### config.mk
export PLATFORM = sky130hd
export DESIGN_NAME = seq_detect_mealy_cfg
export DESIGN_NICKNAME = d
export VERILOG_FILES = /design/src/rtl/seq_detect_mealy_cfg.sv
export SDC_FILE = /design/constraint.sdc
export NUM_CORES = 1
export LEC_CHECK = 0
export BUFFER_PORTS_ARGS = -buffer_cell sky130_fd_sc_hd__clkbuf_2
export CORE_MARGIN = 2
export CORE_UTILIZATION = 40
export CTS_CLUSTER_SIZE = 14
export DETAILED_ROUTE_END_ITERATION = 10
export SETUP_SLACK_MARGIN = 0.5
export SYNTH_ARGS = -nofsm -noshare
export SYNTH_HDL_FRONTEND = slang
export SYNTH_SLANG_ARGS = --single-unit
### constraint.sdc
create_clock -name clk -period 3.4 [get_ports clk]
set_clock_uncertainty 0.1 [all_clocks]
set_input_delay 0.34 -clock clk [delete_from_list [all_inputs] [get_ports clk]]
set_output_delay 0.34 -clock clk [all_outputs]
set_load 0.02 [all_outputs]
### src/rtl/seq_detect_mealy_cfg.sv
// seq_detect_mealy_cfg
// Run-time programmable serial pattern detector (1..MAX_LEN bits) with a
// registered Mealy match pulse, an armed flag, overlap/non-overlap modes,
// a bit-valid qualifier and an enable.
// Optional build macro SEQ_DETECT_MATCH_COUNT_EN adds a saturating 16-bit
// match counter (match_count output, count_clr input).

module seq_detect_mealy_cfg #(
  parameter int                 MAX_LEN     = 8,
  parameter logic [MAX_LEN-1:0] RST_PATTERN = 8'b0000_1001,
  parameter int                 RST_LEN     = 4,
  parameter logic               RST_OVERLAP = 1'b1,
  parameter int                 LW          = $clog2(MAX_LEN + 1)
) (
  input  logic               clk,
  input  logic               reset,
  input  logic               en,
  input  logic               cfg_we,
  input  logic [MAX_LEN-1:0] cfg_pattern,
  input  logic [LW-1:0]      cfg_len,
  input  logic               cfg_overlap,
  input  logic               din_valid,
  input  logic               din,
  output logic               dout,
  output logic               armed
`ifdef SEQ_DETECT_MATCH_COUNT_EN
  ,
  input  logic               count_clr,
  output logic [15:0]        match_count
`endif
);

  // Detector states; derived from fill/len/en rather than stored.
  localparam logic [1:0] ST_DISABLED = 2'd0;
  localparam logic [1:0] ST_FILL     = 2'd1;
  localparam logic [1:0] ST_HUNT     = 2'd2;

  localparam logic [LW-1:0] ONE_LW     = LW'(1);
  localparam logic [LW-1:0] ZERO_LW    = LW'(0);
  localparam logic [LW-1:0] MAX_LEN_LW = LW'(MAX_LEN);
  localparam logic [LW-1:0] RST_LEN_LW = LW'(RST_LEN);

  // Configuration registers
  logic [MAX_LEN-1:0] pattern_q, pattern_d;
  logic [LW-1:0]      len_q, len_d;
  logic               overlap_q, overlap_d;

  // History keeps only MAX_LEN-1 bits: together with the incoming bit that
  // covers the longest pattern, and the oldest shifted-out bit is never
  // compared against anything.
  logic [MAX_LEN-2:0] hist_q, hist_d;
  logic [LW-1:0]      fill_q, fill_d;
  logic               dout_q, dout_d;
  logic               armed_q, armed_d;

  // Combinational helpers
  logic               len_ok_s;
  logic [LW-1:0]      len_m1_s;
  logic [31:0]        len_ext_s;
  logic [MAX_LEN-1:0] mask_s;
  logic [MAX_LEN-1:0] shifted_s;
  logic [1:0]         state_s;
  logic               match_s;
  logic               len_ok_d_s;

  assign len_ok_s  = (len_q != ZERO_LW) && (len_q <= MAX_LEN_LW);
  assign len_m1_s  = len_q - ONE_LW;
  assign len_ext_s = {{(32-LW){1'b0}}, len_q};
  assign shifted_s = {hist_q, din};

  // Mask selecting the low len bits of pattern and history.
  always_comb begin
    mask_s = {MAX_LEN{1'b0}};
    for (int i = 0; i < MAX_LEN; i++) begin
      if (32'(i) < len_ext_s) begin
        mask_s[i] = 1'b1;
      end else begin
        mask_s[i] = 1'b0;
      end
    end
  end

  // Current detector state from enable, length validity and fill level.
  always_comb begin
    if (!en || !len_ok_s) begin
      state_s = ST_DISABLED;
    end else if (fill_q < len_m1_s) begin
      state_s = ST_FILL;
    end else begin
      state_s = ST_HUNT;
    end
  end

  // Match when hunting and the low len bits of {hist,din} equal the pattern;
  // for len=1 the mask reduces this to din == pattern[0].
  always_comb begin
    if (state_s == ST_HUNT) begin
      match_s = (((shifted_s ^ pattern_q) & mask_s) == {MAX_LEN{1'b0}});
    end else begin
      match_s = 1'b0;
    end
  end

  // Next-state: config load beats a valid bit; otherwise shift on valid bits.
  always_comb begin
    pattern_d = pattern_q;
    len_d     = len_q;
    overlap_d = overlap_q;
    hist_d    = hist_q;
    fill_d    = fill_q;
    dout_d    = 1'b0;
    if (cfg_we) begin
      pattern_d = cfg_pattern;
      len_d     = cfg_len;
      overlap_d = cfg_overlap;
      hist_d    = {(MAX_LEN-1){1'b0}};
      fill_d    = ZERO_LW;
      dout_d    = 1'b0;
    end else if ((state_s != ST_DISABLED) && din_valid) begin
      hist_d = shifted_s[MAX_LEN-2:0];
      dout_d = match_s;
      if (match_s && !overlap_q) begin
        // Non-overlapping: demand a completely fresh pattern.
        fill_d = ZERO_LW;
      end else if (fill_q < len_q) begin
        fill_d = fill_q + ONE_LW;
      end else begin
        fill_d = len_q;
      end
    end else begin
      dout_d = 1'b0;
    end
  end

  // Armed looks ahead: next fill against the next (possibly new) length.
  always_comb begin
    len_ok_d_s = (len_d != ZERO_LW) && (len_d <= MAX_LEN_LW);
    if (len_ok_d_s) begin
      armed_d = (fill_d >= (len_d - ONE_LW));
    end else begin
      armed_d = 1'b0;
    end
  end

  // State and output registers with asynchronous reset to the RST_* config.
  always_ff @(posedge clk or posedge reset) begin
    if (reset) begin
      pattern_q <= RST_PATTERN;
      len_q     <= RST_LEN_LW;
      overlap_q <= RST_OVERLAP;
      hist_q    <= {(MAX_LEN-1){1'b0}};
      fill_q    <= ZERO_LW;
      dout_q    <= 1'b0;
      armed_q   <= 1'b0;
    end else begin
      pattern_q <= pattern_d;
      len_q     <= len_d;
      overlap_q <= overlap_d;
      hist_q    <= hist_d;
      fill_q    <= fill_d;
      dout_q    <= dout_d;
      armed_q   <= armed_d;
    end
  end

  assign dout  = dout_q;
  assign armed = armed_q;

`ifdef SEQ_DETECT_MATCH_COUNT_EN
  logic [15:0] count_q, count_d;

  // Saturating match counter; clear has priority over an increment.
  always_comb begin
    if (count_clr) begin
      count_d = 16'h0000;
    end else if (dout_d && (count_q != 16'hFFFF)) begin
      count_d = count_q + 16'h0001;
    end else begin
      count_d = count_q;
    end
  end

  // Counter register; configuration loads deliberately leave it alone.
  always_ff @(posedge clk or posedge reset) begin
    if (reset) begin
      count_q <= 16'h0000;
    end else begin
      count_q <= count_d;
    end
  end

  assign match_count = count_q;
`endif

endmodule

Word-level counts from Yosys, hierarchy flattened

Cells that the tools add are included.

Register bits after elaboration: 26
Latch bits: 0
RAM bits: 0
ROM bits: 0
Input bits: 19
Output and inout bits: 2
Logic and storage cells: 60
Memories kept: 0

Add/subtract/negate cells: 3
$mul: 0
Div/mod/pow operators: 0
Order comparisons: 13
Equality and inequality tests: 1
Shift operators: 0
Multiplexer cells: 21
Bitwise logic cells: 2
Reduce and logical (&&, ||, !) cells: 13

Operators by type and width:

| operator                                                  | number |
|---|---|
| two-way mux 4 bit                                         | 5 |
| less-than comparator 3 x 4 -> 1 bit, first input constant | 4 |
| two-way mux 7 bit                                         | 2 |
| two-way mux 1 bit                                         | 12 |
| bitwise AND 8 bit                                         | 1 |
| less-or-equal comparator 4 bit, second input constant     | 2 |
| logical NOT 8 bit                                         | 1 |
| less-than comparator 1 x 4 -> 1 bit, first input constant | 2 |
| less-than comparator 2 x 4 -> 1 bit, first input constant | 2 |
| less-than comparator 4 bit                                | 2 |
| nonzero test 4 bit                                        | 2 |
| subtractor 4 x 1 -> 4 bit, second input constant          | 2 |
| bitwise XOR 8 bit                                         | 1 |
| adder 4 x 1 -> 4 bit, second input constant               | 1 |
| greater-or-equal comparator 4 bit                         | 1 |
| logical AND 1 bit                                         | 4 |
| two-way mux 2 bit                                         | 2 |
| nonzero test 2 bit                                        | 2 |
| logical NOT 1 bit                                         | 3 |
| == test 2 bit, second input constant                      | 1 |
| logical OR 1 bit                                          | 1 |

Longest topological paths before layout

Depth in word-level cells: 13
Mapped depth: 15
Gate-level depth less buffers: 15

Worst setup path after synthesis

No wires, ideal clock.

Path kind: register -> register
Start point: reg len_q[2]
End point: reg armed_q, in the netlist armed
Library setup time: 119 ps
Arrival time: 2778 ps
Data required time: 3181 ps
Path slack: 403 ps
Cell stages (with the launch flop): 14
Path buffers: 1
Clock period less this slack: 2997 ps
Cells stage by stage: dfstp_2 buf_6 inv_1 ha_1 a21o_1 a21oi_4 mux2_2 o21a_1 ha_1 nand2b_1 a21o_1 a21o_1 a21oi_1 nor2_1

Word-level cells in the longest chain between the ends: 13
Elaborated cells between the ends (all ways): 44
Those cells by class: add/sub (2); order compare (13); eq/ne (1); mux (17); bitwise (1); reduce/logical (10)

RTL lines:

| element                                                            | line | RTL |
|---|---|---|
| from (decl)                                                        | 45   | `logic [LW-1:0] len_q, len_d;` |
| from (signal assigned)                                             | 157  | `len_q <= len_d;` |
| branches (longest 12 deep; another with subtractor 4 x 1 -> 4 bit) | n/a  |  |
| two-way mux 1 bit *                                                | 138  | `if (len_ok_d_s) begin` |
| named net armed_d                                                  | 54   | `logic armed_q, armed_d;` |
| to (signal assigned)                                               | 162  | `armed_q <= armed_d;` |
| to (decl)                                                          | 54   |  |

Mark *: on every way through the listed nets, which the timed path passes.
A chain may end at the register's enable or synchronous reset.

Final worst setup path

Start point: reg len_q[1]
End point: reg armed_q, in the netlist armed

Same word-level chain as after synthesis.

==> reports/qor.json <==
{
  "outcome": {"value": "complete, no violations"},
  "synth.mux.area_fraction": {"value": 11.1, "unit": "%"},
  "post_synth_main_area_contributors": {"value": "sky130_fd_sc_hd__dfrtp_1 (33%), sky130_fd_sc_hd__ha_1 (11%), sky130_fd_sc_hd__mux2_2 (6.8%), sky130_fd_sc_hd__dfstp_2 (6.4%), sky130_fd_sc_hd__xnor2_1 (5.9%)"},
  "cts-buffers-inserted": {"value": 3},
  "post_synth_xor_area_fraction": {"value": 6.93, "unit": "%"},
  "io_pins": {"value": 21},
  "timing.final.setup_violations": {"value": 0},
  "r2r_end": {"value": "armed"},
  "worstSetupPathType": {"value": "reg -> reg"},
  "synth_top_area_share": {"value": 33.5, "unit": "%"},
  "clkSinkCount": {"value": 26},
  "postSynthNetCount": {"value": 178},
  "wl": {"value": 3.44, "unit": "mm"},
  "synth_enable_flop_cells": {"value": 0},
  "slew_viol_final": {"value": 0},
  "synth-async-reset-ratio": {"value": 100, "unit": "%"},
  "setup.worst_path.start_class": {"value": "flip-flop"},
  "grt_overflow_total": {"value": 0},
  "die-width": {"value": 68.1, "unit": "um"},
  "die_area": {"value": 4640, "unit": "um^2"},
  "netlist_top_cells_count": {"value": "sky130_fd_sc_hd__dfrtp_1 (22), sky130_fd_sc_hd__ha_1 (15), sky130_fd_sc_hd__xnor2_1 (11), sky130_fd_sc_hd__mux2_2 (10), sky130_fd_sc_hd__inv_1 (9)"},
  "clock_tree_from_tritoncts": {"value": "built"},
  "worst_hold_path_type": {"value": "in -> async"},
  "endpoint_kind": {"value": "flip-flop"},
  "critPathCapture": {"value": "armed"},
  "grt_antenna_before_repair": {"value": 0},
  "ys.flop_type": {"value": "sky130_fd_sc_hd__dfrtp_1"},
  "instances_no_fill": {"value": 225},
  "synth_top_family_by_area": {"value": "compound AO/OA/AOI/OAI gates"},
  "route.detailed.vias_per_inst": {"value": 5.32},
  "cap_violations": {"value": 0},
  "antenna_violating_nets_post_route": {"value": 0},
  "synth_sequential_area_ratio": {"value": 39.9, "unit": "%"},
  "drt_iter0_markers": {"value": 39},
  "timing.critical_path.from": {"value": "len_q[1]"},
  "share_of_the_synthesized_area_in_compound_gates_ao_oa_aoi_oai": {"value": 17.8, "unit": "%"},
  "clk-insertion-delay-late": {"value": 0.26, "unit": "ns"},
  "min_period_over_period": {"value": 89.7, "unit": "%"},
  "critical_path_arrival": {"value": 3.11, "unit": "ns"},
  "maximum_vdd_drop": {"value": 0.000230, "unit": "V"},
  "cellLeakagePower": {"value": 0.963, "unit": "nW"},
  "num-nets-final": {"value": 210},
  "place.detailed.instances": {"value": 211},
  "layout-area-overhead-vs-synth": {"value": 18.1, "unit": "%"},
  "clk_transition_reported_paths": {"value": 0.08, "unit": "ns"},
  "grt_pass1_wl": {"value": 6.07, "unit": "mm"},
  "core.rowCount": {"value": 23},
  "netlist_instances": {"value": 144},
  "tightest_slew": {"value": 0.959, "unit": "ns"},
  "floorplan.initialDensity": {"value": 41.4, "unit": "%"},
  "pwr_density_cell": {"value": 377, "unit": "nW/um^2"},
  "critical_path.max_fanout": {"value": 3},
  "post_route_cells_drive_above_1_share": {"value": 37.7, "unit": "%"},
  "relSlewSlack": {"value": 36.0, "unit": "%"},
  "drt_pre_antenna_iters": {"value": 4},
  "grt_start_max_net_pins": {"value": 27},
  "gr-usage-all-layers": {"value": 17.4, "unit": "%"},
  "synth.yosys.warnings": {"value": 0},
  "hold_violation_total_from_the_final_report": {"value": 0},
  "post_synth_and_or_nand_nor_area_fraction": {"value": 8.45, "unit": "%"},
  "fin_util": {"value": 48.9, "unit": "%"},
  "syn_avg_cell_area": {"value": 11.4, "unit": "um^2"},
  "floorplan.core_area": {"value": 3970, "unit": "um^2"},
  "cp.required": {"value": 3.46, "unit": "ns"},
  "number_of_vias_after_detailed_routing": {"value": 1197},
  "synth_adder_area_share": {"value": 11.4, "unit": "%"},
  "timing.setup.tns": {"value": 0, "unit": "ns"},
  "worst-r2r-setup-slack": {"value": 0.35, "unit": "ns"},
  "synth_seq_cells": {"value": 26},
  "route.detailed.wl_per_inst": {"value": 15.3, "unit": "um"},
  "mappedNetlistArea": {"value": 1640, "unit": "um^2"},
  "synthMostInstantiatedCell": {"value": "sky130_fd_sc_hd__dfrtp_1"},
  "period_needed": {"value": 3.05, "unit": "ns"},
  "antenna-diode-count": {"value": 0},
  "r2r-start": {"value": "len_q[1]"},
  "r2r.worst_path.cells": {"value": 14},
  "hpwl": {"value": 2.61, "unit": "mm"},
  "clock.fmax": {"value": 328, "unit": "MHz"},
  "die_h": {"value": 68.1, "unit": "um"},
  "grt_setup_unrepaired": {"value": "true"},
  "finalWeightedCongestion": {"value": 0.813},
  "route.detailed.drc": {"value": 0},
  "synth_top_cell_by_area": {"value": "sky130_fd_sc_hd__dfrtp_1"},
  "ctsLongestPathBuffers": {"value": 2},
  "synth_cell_types": {"value": 40},
  "clockRootBuffer": {"value": "sky130_fd_sc_hd__clkbuf_8"},
  "first_global_vias": {"value": 1260},
  "place.port_buffers": {"value": 20},
  "htreeDepth": {"value": 1}
}
## critical path, cell delays in order, from the launching register on
cell and delay [ns]:
sky130_fd_sc_hd__dfrtp_1 0.42, sky130_fd_sc_hd__inv_2 0.09, sky130_fd_sc_hd__buf_4 0.13, sky130_fd_sc_hd__ha_1 0.28
sky130_fd_sc_hd__a21o_1 0.16, sky130_fd_sc_hd__a21o_1 0.21, sky130_fd_sc_hd__a21oi_4 0.16, sky130_fd_sc_hd__mux2_2 0.36
sky130_fd_sc_hd__o21a_1 0.17, sky130_fd_sc_hd__ha_1 0.26, sky130_fd_sc_hd__nand2b_1 0.14, sky130_fd_sc_hd__a21o_1 0.15
sky130_fd_sc_hd__a21o_1 0.15, sky130_fd_sc_hd__a21oi_2 0.11, sky130_fd_sc_hd__nor2_1 0.05
## where the power goes
| part | switching, mW | internal, mW |
|---|---|---|
| clock | 0.0899 | 0.103 |
| combinational | 0.0924 | 0.0927 |
| sequential | 0.0217 | 0.332 |
| total | 0.204 | 0.528 |
## logic make-up after synthesis
group,Yosys count
compound gates,36
flops,26
simple gates,23
mux,17
fa+ha+maj,15
buf+inv,14
xor+xnor,13
## routing by layer
| layer | GRT usage [%] | part of all wire [%] | up-vias |
|---|---|---|---|
| li1 | - | - | 585 |
| met4 | 3.25 | 1.1 | 0 |
| met2 | 30.7 | 51 | 30 |
| met1 | 21.8 | 43 | 578 |
| met3 | 4.11 | 5.0 | 4 |
| met5 | 0 | 0 | - |
## registers in the layout, summed over array words and instances, names as in the netlist
name,flops
dout,1
fill_q,4
overlap_q,1
armed,1
pattern_q,8
len_q,4
hist_q,7
## metrics by stage
step	cell area (um^2)	power (mW)	setup WS, ns	hold WS, ns
CTS	1920	0.737	0.424	0.193
global placement	1780	0.517	0.200	0.407
floorplan	1640	0.482	0.456	0.277
finish	1940	0.732	0.350	0.166
global route	1940	0.782	0.157	0.197
detailed placement	1780	0.522	0.195	0.418
## placed cells by master, fill, tap and decap left out, types with 2 or more instances in the layout
| master | count |
|---|---|
| sky130_fd_sc_hd__inv_2 | 2 |
| sky130_fd_sc_hd__o211ai_1 | 3 |
| sky130_fd_sc_hd__o21a_1 | 2 |
| sky130_fd_sc_hd__nand2b_1 | 2 |
| sky130_fd_sc_hd__xor2_1 | 2 |
| sky130_fd_sc_hd__nand2_1 | 7 |
| sky130_fd_sc_hd__clkbuf_2 | 20 |
| sky130_fd_sc_hd__a22o_1 | 7 |
| sky130_fd_sc_hd__nor2_1 | 3 |
| sky130_fd_sc_hd__inv_1 | 7 |
| sky130_fd_sc_hd__mux2i_1 | 7 |
| sky130_fd_sc_hd__o21ai_1 | 2 |
| sky130_fd_sc_hd__clkbuf_8 | 4 |
| sky130_fd_sc_hd__a31oi_1 | 2 |
| sky130_fd_sc_hd__dfrtp_1 | 20 |
| sky130_fd_sc_hd__a21o_1 | 4 |
| sky130_fd_sc_hd__nand3_1 | 2 |
| sky130_fd_sc_hd__mux2_2 | 10 |
| sky130_fd_sc_hd__ha_1 | 14 |
| sky130_fd_sc_hd__dfstp_2 | 4 |
| sky130_fd_sc_hd__xnor2_1 | 11 |
| sky130_fd_sc_hd__buf_4 | 12 |
| sky130_fd_sc_hd__o2111ai_1 | 2 |
| sky130_fd_sc_hd__dfrtp_2 | 2 |
| sky130_fd_sc_hd__a21oi_1 | 4 |
## final cells by class
class	instances	area, um^2
clock buffers	4	55.1
fillers	364	2030
repair buffers	32	190
well taps	50	62.6
flip-flops and latches	26	658
inverters	9	33.8
multi-input cells	104	942
## how the worst min path moves through the flow
| stage | start | endpoint | cells past startpoint |
|---|---|---|---|
| floorplan | reset | armed | 1 |
| global placement | hist_q[6] | hist_q[6] | 1 |
| detailed placement | pattern_q[5] | pattern_q[5] | 1 |
| CTS | reset | armed | 2 |
| global route | cfg_pattern[3] | pattern_q[3] | 2 |
| finish | reset | armed | 2 |
## what timing repair did
action / CTS / global route
hold buffers: 0 / 0
buffers inserted: 7 / 3
endpoints found under the setup margin: 1 / 1
resized for setup: 7 / 0
pin swaps: 5 / 2
Note: power is estimated with default switching activity, not from simulation.
